## src/rtl/instr_loader_pkg.sv

```systemverilog
// Shared types and constants for the instruction loader and the scheduler.
// Holds the state encoding, the field map and the slot-dependency helper.
package instr_loader_pkg;

    localparam int DEPTH          = 8;
    localparam int INSTR_W        = 12;
    localparam int NIB_W          = 4;
    localparam int NIBS_PER_INSTR = INSTR_W / NIB_W;
    localparam int AW             = $clog2(DEPTH);
    localparam int CW             = AW + 1;

    // Field bit positions, shared with the scheduler
    localparam int OP0_MSB     = 11;
    localparam int OP0_SRC_LSB = 8;
    localparam int OP1_MSB     = 7;
    localparam int OP1_SRC_LSB = 4;
    localparam int IMM0_BIT    = 3;
    localparam int IMM1_BIT    = 2;
    localparam int ALU_MSB     = 1;

    typedef enum logic [2:0] {
        IDLE,
        LOAD,
        ARM,
        ISSUE,
        DONE
    } state_e;

    typedef struct packed {
        logic [3:0] op0;
        logic [3:0] op1;
        logic       use_imm_0;
        logic       use_imm_1;
        logic [1:0] alu_op;
    } instr_t;

    // An operand is safe when it is immediate or names a PE whose
    // slot is strictly earlier than the slot being written.
    function automatic logic src_ok(
        input logic          use_imm,
        input logic [AW-1:0] src,
        input logic [CW-1:0] slot
    );
        return use_imm || ({1'b0, src} < slot);
    endfunction

endpackage

```

## src/rtl/instr_buffer.sv

```systemverilog
// DEPTH x INSTR_W program register file: one write port, one async read.
// Ports: clock, reset_n, we_i/waddr_i/wdata_i write, raddr_i/rdata_o read.
module instr_buffer
    import instr_loader_pkg::*;
(
    input  logic               clock,
    input  logic               reset_n,
    input  logic               we_i,
    input  logic [AW-1:0]      waddr_i,
    input  logic [INSTR_W-1:0] wdata_i,
    input  logic [AW-1:0]      raddr_i,
    output logic [INSTR_W-1:0] rdata_o
);

    logic [INSTR_W-1:0] mem_q [DEPTH];

    always_ff @(posedge clock or negedge reset_n) begin
        if (!reset_n) begin
            for (int i = 0; i < DEPTH; i++) begin
                mem_q[i] <= '0;
            end
        end else if (we_i) begin
            mem_q[waddr_i] <= wdata_i;
        end
    end

    assign rdata_o = mem_q[raddr_i];

endmodule

```

## src/rtl/instr_loader.sv

```systemverilog
// Assembles nibble-serial words, filters scheduler-unsafe ones, and replays
// the stored program. Ports: nibble load side, start, instr/proc_reset out.
module instr_loader
    import instr_loader_pkg::*;
(
    input  logic               clock,
    input  logic               reset_n,
    input  logic [NIB_W-1:0]   nib_in,
    input  logic               nib_valid,
    input  logic               load_mode,
    input  logic               start,
    output logic [INSTR_W-1:0] instr_out,
    output logic               instr_valid,
    output logic               proc_reset,
    output logic               busy,
    output logic               done,
    output logic [CW-1:0]      load_count,
    output logic               load_err
);

    localparam logic [1:0]    LAST_NIB = 2'(NIBS_PER_INSTR - 1);
    localparam logic [CW-1:0] FULL     = CW'(DEPTH);

    state_e                     state_q;
    logic [1:0]                 nib_cnt_q;
    logic [INSTR_W-NIB_W-1:0]   asm_q;
    logic [CW-1:0]              rd_q;
    logic [CW-1:0]              cnt_q;
    logic                       err_q;
    logic [INSTR_W-1:0]         out_q;
    logic                       valid_q;
    logic                       prst_q;
    logic                       busy_q;
    logic                       done_q;

    instr_t                     word_w;
    logic                       last_nib_w;
    logic                       accept_w;
    logic [INSTR_W-1:0]         rd_data_w;

    assign word_w     = instr_t'({asm_q, nib_in});
    assign last_nib_w = (state_q == LOAD) && load_mode && nib_valid
                        && (nib_cnt_q == LAST_NIB);
    assign accept_w   = last_nib_w && (cnt_q != FULL)
                        && src_ok(word_w.use_imm_0, word_w.op0[AW-1:0], cnt_q)
                        && src_ok(word_w.use_imm_1, word_w.op1[AW-1:0], cnt_q);

    instr_buffer u_buf (
        .clock   (clock),
        .reset_n (reset_n),
        .we_i    (accept_w),
        .waddr_i (cnt_q[AW-1:0]),
        .wdata_i (word_w),
        .raddr_i (rd_q[AW-1:0]),
        .rdata_o (rd_data_w)
    );

    always_ff @(posedge clock or negedge reset_n) begin
        if (!reset_n) begin
            state_q   <= IDLE;
            nib_cnt_q <= '0;
            asm_q     <= '0;
            rd_q      <= '0;
            cnt_q     <= '0;
            err_q     <= 1'b0;
            out_q     <= '0;
            valid_q   <= 1'b0;
            prst_q    <= 1'b0;
            busy_q    <= 1'b0;
            done_q    <= 1'b0;
        end else begin
            prst_q <= 1'b0;
            done_q <= 1'b0;
            unique case (state_q)
                IDLE: begin
                    if (load_mode) begin
                        state_q   <= LOAD;
                        cnt_q     <= '0;
                        err_q     <= 1'b0;
                        nib_cnt_q <= '0;
                    end else if (start && cnt_q != '0) begin
                        state_q <= ARM;
                        prst_q  <= 1'b1;
                        busy_q  <= 1'b1;
                        rd_q    <= '0;
                    end
                end
                LOAD: begin
                    // Leaving drops any partial word; stored entries stay.
                    if (!load_mode) begin
                        state_q   <= IDLE;
                        nib_cnt_q <= '0;
                    end else if (nib_valid) begin
                        if (nib_cnt_q == LAST_NIB) begin
                            nib_cnt_q <= '0;
                            if (accept_w) begin
                                cnt_q <= cnt_q + 1'b1;
                            end else begin
                                err_q <= 1'b1;
                            end
                        end else begin
                            asm_q     <= {asm_q[INSTR_W-2*NIB_W-1:0], nib_in};
                            nib_cnt_q <= nib_cnt_q + 1'b1;
                        end
                    end
                end
                ARM: begin
                    state_q <= ISSUE;
                    out_q   <= rd_data_w;
                    valid_q <= 1'b1;
                    rd_q    <= rd_q + 1'b1;
                end
                ISSUE: begin
                    if (rd_q == cnt_q) begin
                        state_q <= DONE;
                        out_q   <= '0;
                        valid_q <= 1'b0;
                        busy_q  <= 1'b0;
                        done_q  <= 1'b1;
                    end else begin
                        out_q <= rd_data_w;
                        rd_q  <= rd_q + 1'b1;
                    end
                end
                DONE: begin
                    state_q <= IDLE;
                end
                default: begin
                    state_q <= IDLE;
                end
            endcase
        end
    end

    assign instr_out   = out_q;
    assign instr_valid = valid_q;
    assign proc_reset  = prst_q;
    assign busy        = busy_q;
    assign done        = done_q;
    assign load_count  = cnt_q;
    assign load_err    = err_q;

endmodule

```

## config.mk

```make
export PLATFORM = sky130hd
export DESIGN_NAME = instr_loader
export DESIGN_NICKNAME = d
export VERILOG_FILES = /design/src/rtl/instr_loader_pkg.sv /design/src/rtl/instr_buffer.sv /design/src/rtl/instr_loader.sv
export SDC_FILE = /design/constraint.sdc
export NUM_CORES = 1
export LEC_CHECK = 0
export CAP_MARGIN = 20
export CORE_ASPECT_RATIO = 2
export CORE_MARGIN = 2
export CORE_UTILIZATION = 54
export DETAILED_ROUTE_END_ITERATION = 10
export PLACE_DENSITY = 0.76
export SYNTH_ARGS = -nofsm -noshare
export SYNTH_HDL_FRONTEND = slang
export SYNTH_HIERARCHICAL = 1
export SYNTH_SLANG_ARGS = --single-unit
```

## constraint.sdc

```tcl
create_clock -name clock -period 3 [get_ports clock]
set_clock_uncertainty 0.1 [all_clocks]
set_input_delay 0.6 -clock clock [delete_from_list [all_inputs] [get_ports clock]]
set_output_delay 0.6 -clock clock [all_outputs]
set_load 0.02 [all_outputs]
```

# Word level (Yosys, flattened, before mapping)
# Cells that the tools add are included.
# word_totals
ff_bits	134
out_inout_bits	21
wordCells	117
# classes
add_sub_neg	3
order_cmp	5
n_eq_ne	19
mux	44
bitwise_logic	3
reduce_logical	24
# op_table
operator	count
96-bit bitwise mux	1
12-bit 2-to-1 mux	4
12-bit binary-select mux with 3-bit select	1
12-bit demux with 3-bit select	1
4-bit 2-to-1 mux	8
12-bit case mux with 2 select lines	1
2-bit != test (second input constant)	10
1-bit 2-to-1 mux	13
3-bit 2-to-1 mux	4
3-bit case mux with 4 select lines	1
4-bit case mux with 3 select lines	1
4-bit AND reduction	3
6-bit AND reduction	2
4-bit by 1-bit adder with 4-bit output (second input constant)	2
4-bit greater-or-equal comparator (second input constant)	2
1-bit logical AND	8
3-bit by 4-bit less-than comparator with 1-bit output	2
2-bit 2-to-1 mux	4
3-bit NOT with 4-bit output	2
4-bit case mux with 2 select lines	1
3-bit by 2-bit equality test with 1-bit output (second input constant)	2
3-bit != test (second input constant)	2
1-bit case mux with 2 select lines	3
3-bit AND reduction	2
15 further kinds	18

# Depth between registers and ports, before layout
# Gate-level depths: netlist of the first run.
# logic_depth
word_depth	12
depth_mapped	11

# Modules after synthesis
# Netlist of the first run, hierarchy kept.
# by_module_without_submodules
mod	n_inst	cells_each	area_per_inst_um2	seq_area_each_um2
instr_buffer	1	251	4414.2	2402.3
instr_loader	1	153	1767.9	950.9

# Worst setup path after synthesis of the first run
# Ideal clock, no wire load.
# synth_path
path_kind	register to register
start	reg cnt_q[2], in the netlist load_count[2]
end	reg u_buf/mem_q[84] (netlist name)
setup_ns	0.125
arrival_ns	2.906
setup_slack_ns	-0.131
path_stages_with_launch	12
n_path_buf	2
cell_sequence	dfrtp_1 -> inv_1 -> ha_1 -> a21o_1 -> a31oi_1 -> o311ai_1 -> or2_1 -> buf_2 -> inv_1 -> nor4b_2 -> buf_2 -> mux2_2
# synth_via
word_cells_on_any_way	15
cone_classes	order compare (4); eq/ne (1); mux (3); bitwise (1); reduce/logical (6)
# synth_lines
item	line	source
start, declared	instr_loader.sv:28	logic [CW-1:0] cnt_q;
start signal, assigned	instr_loader.sv:97	cnt_q <= cnt_q + 1'b1;
3-bit by 4-bit less-than comparator with 1-bit output or 4-bit != test (tied branches)	instr_loader_pkg.sv:44, instr_loader.sv:44	
1-bit logical OR or 1-bit logical AND (tied branches)	instr_loader_pkg.sv:44, instr_loader.sv:44	
1-bit logical AND	instr_loader.sv:45	&& src_ok(word_w.use_imm_0, word_w.op0[AW-1:0], cnt_q)
1-bit logical AND (*)	instr_loader.sv:46	&& src_ok(word_w.use_imm_1, word_w.op1[AW-1:0], cnt_q);
named net accept_w	instr_loader.sv:38	logic accept_w;
end signal, assigned by index	instr_buffer.sv:23	mem_q[waddr_i] <= wdata_i;
end, declared	instr_buffer.sv:15	logic [INSTR_W-1:0] mem_q [DEPTH];
# The timed path passes the listed nets; every way through them passes the cells marked *.
# A chain may end at the register's enable or synchronous reset.

# Worst setup path in the final report of the first run
# layout_path
start	reg cnt_q[2], in the netlist load_count[2]
end	reg u_buf/mem_q[92] (netlist name)
# Same word-level chain as after synthesis.

==> flow_summary.toml, run 1 <==
[worst_setup_path]
cp_top_family = "buffers and inverters"
crit_start = "load_count[2]"
cp.arrival_ns = 2.96
max_stage_delay_ns = 0.40
end_kind = "flip-flop"
critPathKind = "reg -> reg"
crit_cells = 10
path_cells = "inv_1, ha_1, a21o_1, a31oi_1, o311ai_1, or2_1, inv_1, nor4b_2, buf_4, mux2_2"
worst-r2r-setup-slack_ns = 0.23
path_buf_inv = 3
crit_top_cell = "inv_1"
path_max_fanout = 12
critPathRequiredTime_ns = 3.19
start_kind = "flip-flop"
reg2reg_to = "u_buf/mem_q[92]"
r2r_cells = 10
slowest_stage = "dfrtp_2"
r2r_start = "load_count[2]"
endpoint = "u_buf/mem_q[92]"

[power]
ir_drop_v = 0.000436
power.total_mw = 4.44
leakage_nw = 3.65
p_per_area_nw_per_um2 = 597

[synthesis]
yosysTopAreaCell = "dfrtp_1"
synthDominantCellAreaShare_pct = 54.2
yosysSeqAreaShare_pct = 54.2
synthFlopType = "dfrtp_1"
syn_nets = 420
avgSynthCellArea_um2 = 15.3
synth_cell_types = 41
async_reset_ff_share_pct = 100
synth_seq_cells = 134
synth_cells = 404
synth_enable_flop_cells = 0
synth.most_common_cell = "dfrtp_1"
synth_area_leaders = "dfrtp_1 54%, mux2_2 21%, mux4_1 8.9%"
synth.cells.most_frequent = "134 x dfrtp_1, 116 x mux2_2, 21 x mux4_1"
syn-cell-area_um2 = 6180
yosys_warnings = 6

[cts]
clkLatencyLatePin_ns = 0.41
postCtsSetupBuffers = 0
cts_tree = "built"
cts.root.buffer_cell = "clkbuf_16"
cts_buffers = 17
clock_path_buffers = 2
cts-resized-gates = 0
cts_hold_buf = 0
ctsHtreeMaxLevel = 4
cts.sinks = 134
path_clk_slew_ns = 0.05

[timing]
slew_violations = 0
worst_pin_slew_ns = 0.645
max_slew_margin_pct = 57.0
setup_viol = 0
rsz0062_at_grt = "false"
period_share_pct = 92.3
finalWorstPathRequiredPeriod_ns = 2.77
fin_ws_ns = 0.232
holdWs_ns = 0.0216
finalHoldViolCount = 0
timing.fmax_ghz = 0.361

[routing]
drt_iter0_drc = 233
drt-wirelength-per-cell_um = 22.4
drt_wl_total_um = 13800
wl_met3_um = 522
topRoutingLayerUsed = "met4"
wl_met2_um = 7590
antenna_left = 0
num_vias = 3740
drt_pre_antenna_iters = 4
via_per_inst = 6.06
drt-met1-wl_um = 5320
drcViolationCount = 0

[placed_design]
place_hpwl_um = 9000
gp_congestion = 0.822
dp_cells = 585
place_ws_ns = -0.0903
io_buffers = 29

[floorplanning]
rows = 55
die_h_um = 155
die_area_um2 = 12400
core_um2 = 11200
die_w_um = 79.7
num_io_pins = 30
start_util_pct = 55.1

[cells_and_area]
finalNetCount = 478
syn_to_final_growth_pct = 20.3
drive_gt1_share_pct = 39.2
layout.cells.non_filler = 617
final_util_pct = 66.3
diodes = 0

[flow_run]
maxCapViolCount = 0

[min_path]
hp-class = "in -> async"

[grt]
antenna_found_initial = 0
grt_max_degree = 62
track_usage_pct = 24.3
grt_pass1_wl_um = 22100
grt-ovfl-total = 0
grt_pass1_vias = 4104

[run_status]
status = "completed"
[worst reg2reg max path: stages, from the launching register on]
cell and delay [ns]:
dfrtp_2 0.40, inv_1 0.15, ha_1 0.28, a21o_1 0.16, a31oi_1 0.17, o311ai_1 0.12
or2_1 0.24, inv_1 0.17, nor4b_2 0.24, buf_4 0.26, mux2_2 0.37
[through the flow]
step / setup TNS (ns) / instance area, um2
detailed placement: -2.01 / 6850
CTS: 0 / 7430
finish: 0 / 7430
global placement: -0.117 / 6850
global route: 0 / 7430
floorplan: 0 / 6180
[cells by family after synthesis]
group	Yosys count	share of synthesized area, %
AOI/OAI and AO/OA	40	4.94
muxes	142	31.5
xor gates and xnor gates	5	0.708
DFF	134	54.2
and+or+nand+nor	44	4.53
adders and majority gates	7	1.42
buffers and inverters	32	2.69
[power breakdown]
part           internal (mW)  total [mW]  switching [mW]
registers               1.87        1.98           0.113
logic                  0.190       0.405           0.215
clock network           1.32        2.05           0.735
total                   3.37        4.44            1.06
[layer usage]
layer,vias to the layer above,global-route usage (%)
met1,1957,28.2
met3,30,4.70
met4,0,8.46
met5,-,0
li1,1660,-
met2,93,43.9
[cell type report]
type	instances	area, um2
clock buffer	26	499
clock inverter	6	90.1
fill	777	3780
inverter	11	41.3
multi-input combinational	238	2660
sequential	134	3360
tap	142	178
timing repair buffer	60	608
[sequential cells by signal (all words and copies together), names as in the netlist]
register	cells
u_buf/mem_q	96
instr_out	12
asm_q	8
load_count	4
rd_q	4
state_q	3
nib_cnt_q	2
busy	1
done	1
instr_valid	1
load_err	1
proc_reset	1
[placed cells by master (no fill, tap or decap), types with 4 or more instances in the layout]
master and instances:
mux2_2 116, clkbuf_8 4, a22o_1 15, buf_12 7, nand3_1 7, nor2_1 7, mux4_1 21, buf_4 25
clkbuf_16 17, clkbuf_1 5, nand2_1 4, a21oi_1 4, inv_1 11, ha_1 7, xor2_1 4, dfrtp_1 132
clkdlybuf4s50_1 28
[how the worst min path moves through the flow]
| stage | to | startpoint | slack (ns) |
|---|---|---|---|
| after floorplan | asm_q[0] | reset_n | 0.20 |
| after global placement | u_buf/mem_q[58] | u_buf/mem_q[58] | 0.38 |
| after detailed placement | load_err | load_err | 0.38 |
| after CTS | instr_out[0] | reset_n | 0.03 |
| after global routing | instr_out[0] | reset_n | 0.06 |
| final | instr_out[0] | reset_n | 0.02 |
Note: power is estimated with default switching activity, not from simulation.
==> run 2, diff against run 1 <==
Settings changed: CAP_MARGIN 20 to 40.
==> results of run 2 <==
Same layout as run 1: the final DEF is identical, and so are final timing and power.
==> run 3, diff against run 2 <==
Settings changed: CORE_UTILIZATION 54 to 65, PLACE_DENSITY 0.76 to 0.85.
Clock period 3 ns to 3.3 ns, I/O delays scaled along.
==> run 3 against run 2 <==
Compared with the run above:
- register-to-register slack gained 0.14 ns
- count of clock-buffer cells in the layout shrank 4
- worst hold slack gained 0.15 ns
- critical path depth shrank 1
- worst setup slack gained 0.14 ns
- global-route usage grew 5.6 points
- cell count shrank 7.8%
- final area shrank 2.2%
- utilization grew 12 points
- clock power shrank 9%
- highest routed layer unchanged
==> flow_summary.toml, run 3 (synthesis results as in run 1) <==
[cells_and_area]
multi_input_area_um2 = 2660
final_common_cell = "dfrtp_1"
drive_gt1_share_pct = 38.1
syn_to_final_growth_pct = 17.6
largest_reg_flops = 96
finalNetCount = 473
mostFrequentLayoutCells = "134 x dfrtp_1, 116 x mux2_2, 28 x clkdlybuf4s50_1"
regMostFlops = "u_buf/mem_q"
n_fill_cell = 533
seq_area_um2 = 3350
diodes = 0

[floorplanning]
die_area_um2 = 10400
die_h_um = 142
rows = 50
core_um2 = 9320
start_util_pct = 66.3
die_w_um = 73.0
num_io_pins = 30

[placed_design]
gp_congestion = 0.900
place_hpwl_um = 8870
io_buffers = 29
place_ws_ns = 0.0679

[run_status]
status = "completed"

[grt]
grt_pass1_vias = 4185
grt-ovfl-total = 0
track_usage_pct = 29.9
grt_pass1_wl_um = 22400
grt_max_degree = 60
antenna_found_initial = 0

[timing]
finalWorstPathRequiredPeriod_ns = 2.93
slew_violations = 0
fin_setup_tns_ns = 0
period_share_pct = 88.7
worst_pin_slew_ns = 0.963
setup_viol = 0
rsz0062_at_grt = "false"
finalHoldViolCount = 0
max_slew_margin_pct = 35.8
timing.fmax_ghz = 0.342
fin_ws_ns = 0.374

[cts]
cts.root.buffer_cell = "clkbuf_16"
postCtsSetupBuffers = 0
path_clk_slew_ns = 0.05
cts.sinks = 134
clock_path_buffers = 2
ctsHtreeMaxLevel = 4
cts_tree = "built"
cts_buffers = 17
cts_hold_buf = 0
cts-resized-gates = 0
clkLatencyLatePin_ns = 0.41

[flow_run]
maxCapViolCount = 0

[worst_setup_path]
end_kind = "flip-flop"
cp.arrival_ns = 3.12
critPathRequiredTime_ns = 3.49
start_kind = "primary input"
r2r_cells = 9
critPathKind = "in -> reg"
path_max_fanout = 8

[routing]
drt_iter0_drc = 243
drcViolationCount = 0
num_vias = 3811
drt_wl_total_um = 14100
drt-wirelength-per-cell_um = 24.7
via_per_inst = 6.70
antenna_left = 0
drt_pre_antenna_iters = 8

[power]
p_per_area_nw_per_um2 = 553
leakage_nw = 3.60
ir_drop_v = 0.000564
power.total_mw = 4.02

[min_path]
hp-class = "in -> async"
-- run 3: cell count changes in the layout (fill, tap and decap cells not counted), sizes merged --
cell / change
clkbuf: -4
buf: -5
bufinv: +1
clkinvlp: -1
inv: -1
-- run 3: critical path, stage by stage --
cell             delay (ns)
clkdlybuf4s50_1        0.47
and4bb_1               0.21
and3_1                 0.20
o311ai_1               0.17
or2_1                  0.28
inv_1                  0.18
nand4b_1               0.36
buf_4                  0.31
mux2_2                 0.28
-- run 3: stage by stage --
| stage | cells | utilization (%) | instance area [um2] | hold slack (ns) |
|---|---|---|---|---|
| 6_report | 569 | 78.0 | 7270 | 0.170 |
| 5_1_grt | 569 | 78.0 | 7270 | 0.218 |
| 4_1_cts | 569 | 78.0 | 7270 | 0.188 |
| 3_5_place_dp | 542 | 71.8 | 6700 | 0.388 |
| 3_3_place_gp | 542 | 71.8 | 6700 | 0.379 |
| 2_1_floorplan | 404 | - | 6180 | 0.264 |
-- run 3: final timing paths --
path                                 startpoint  slack [ns]         endpoint
worst max-delay path                  load_mode        0.37  u_buf/mem_q[23]
worst min-delay path                    reset_n        0.17  u_buf/mem_q[14]
worst max register to register         asm_q[6]        0.37  u_buf/mem_q[23]
worst min register to register  u_buf/mem_q[54]        0.39  u_buf/mem_q[54]
max in group asynchronous               reset_n        2.13  u_buf/mem_q[37]
min in group clock              u_buf/mem_q[54]        0.39  u_buf/mem_q[54]
-- run 3: metal layers --
metal	part of all wire (%)	vias to the layer above	GRT usage, %
met4	5.2	0	16.0
met2	53	137	50.3
met1	37	1975	35.4
met3	4.9	47	6.04
met5	0	-	0
li1	-	1652	-
-- run 3: layout make-up --
type | instances | area share, %
sequential | 134 | 46.1
multi-input combinational | 238 | 36.6
timing repair buffer | 55 | 6.99
clock buffer | 22 | 6.52
tap | 104 | 1.79
clock inverter | 5 | 1.38
inverter | 11 | 0.568
-- run 3: report_power, final --
group / internal (mW) / leakage, nW / switching (mW)
Combinational: 0.163 / 1.46 / 0.182
Sequential: 1.70 / 1.85 / 0.114
Clock: 1.22 / 0.284 / 0.637
Total: 3.09 / 3.60 / 0.933
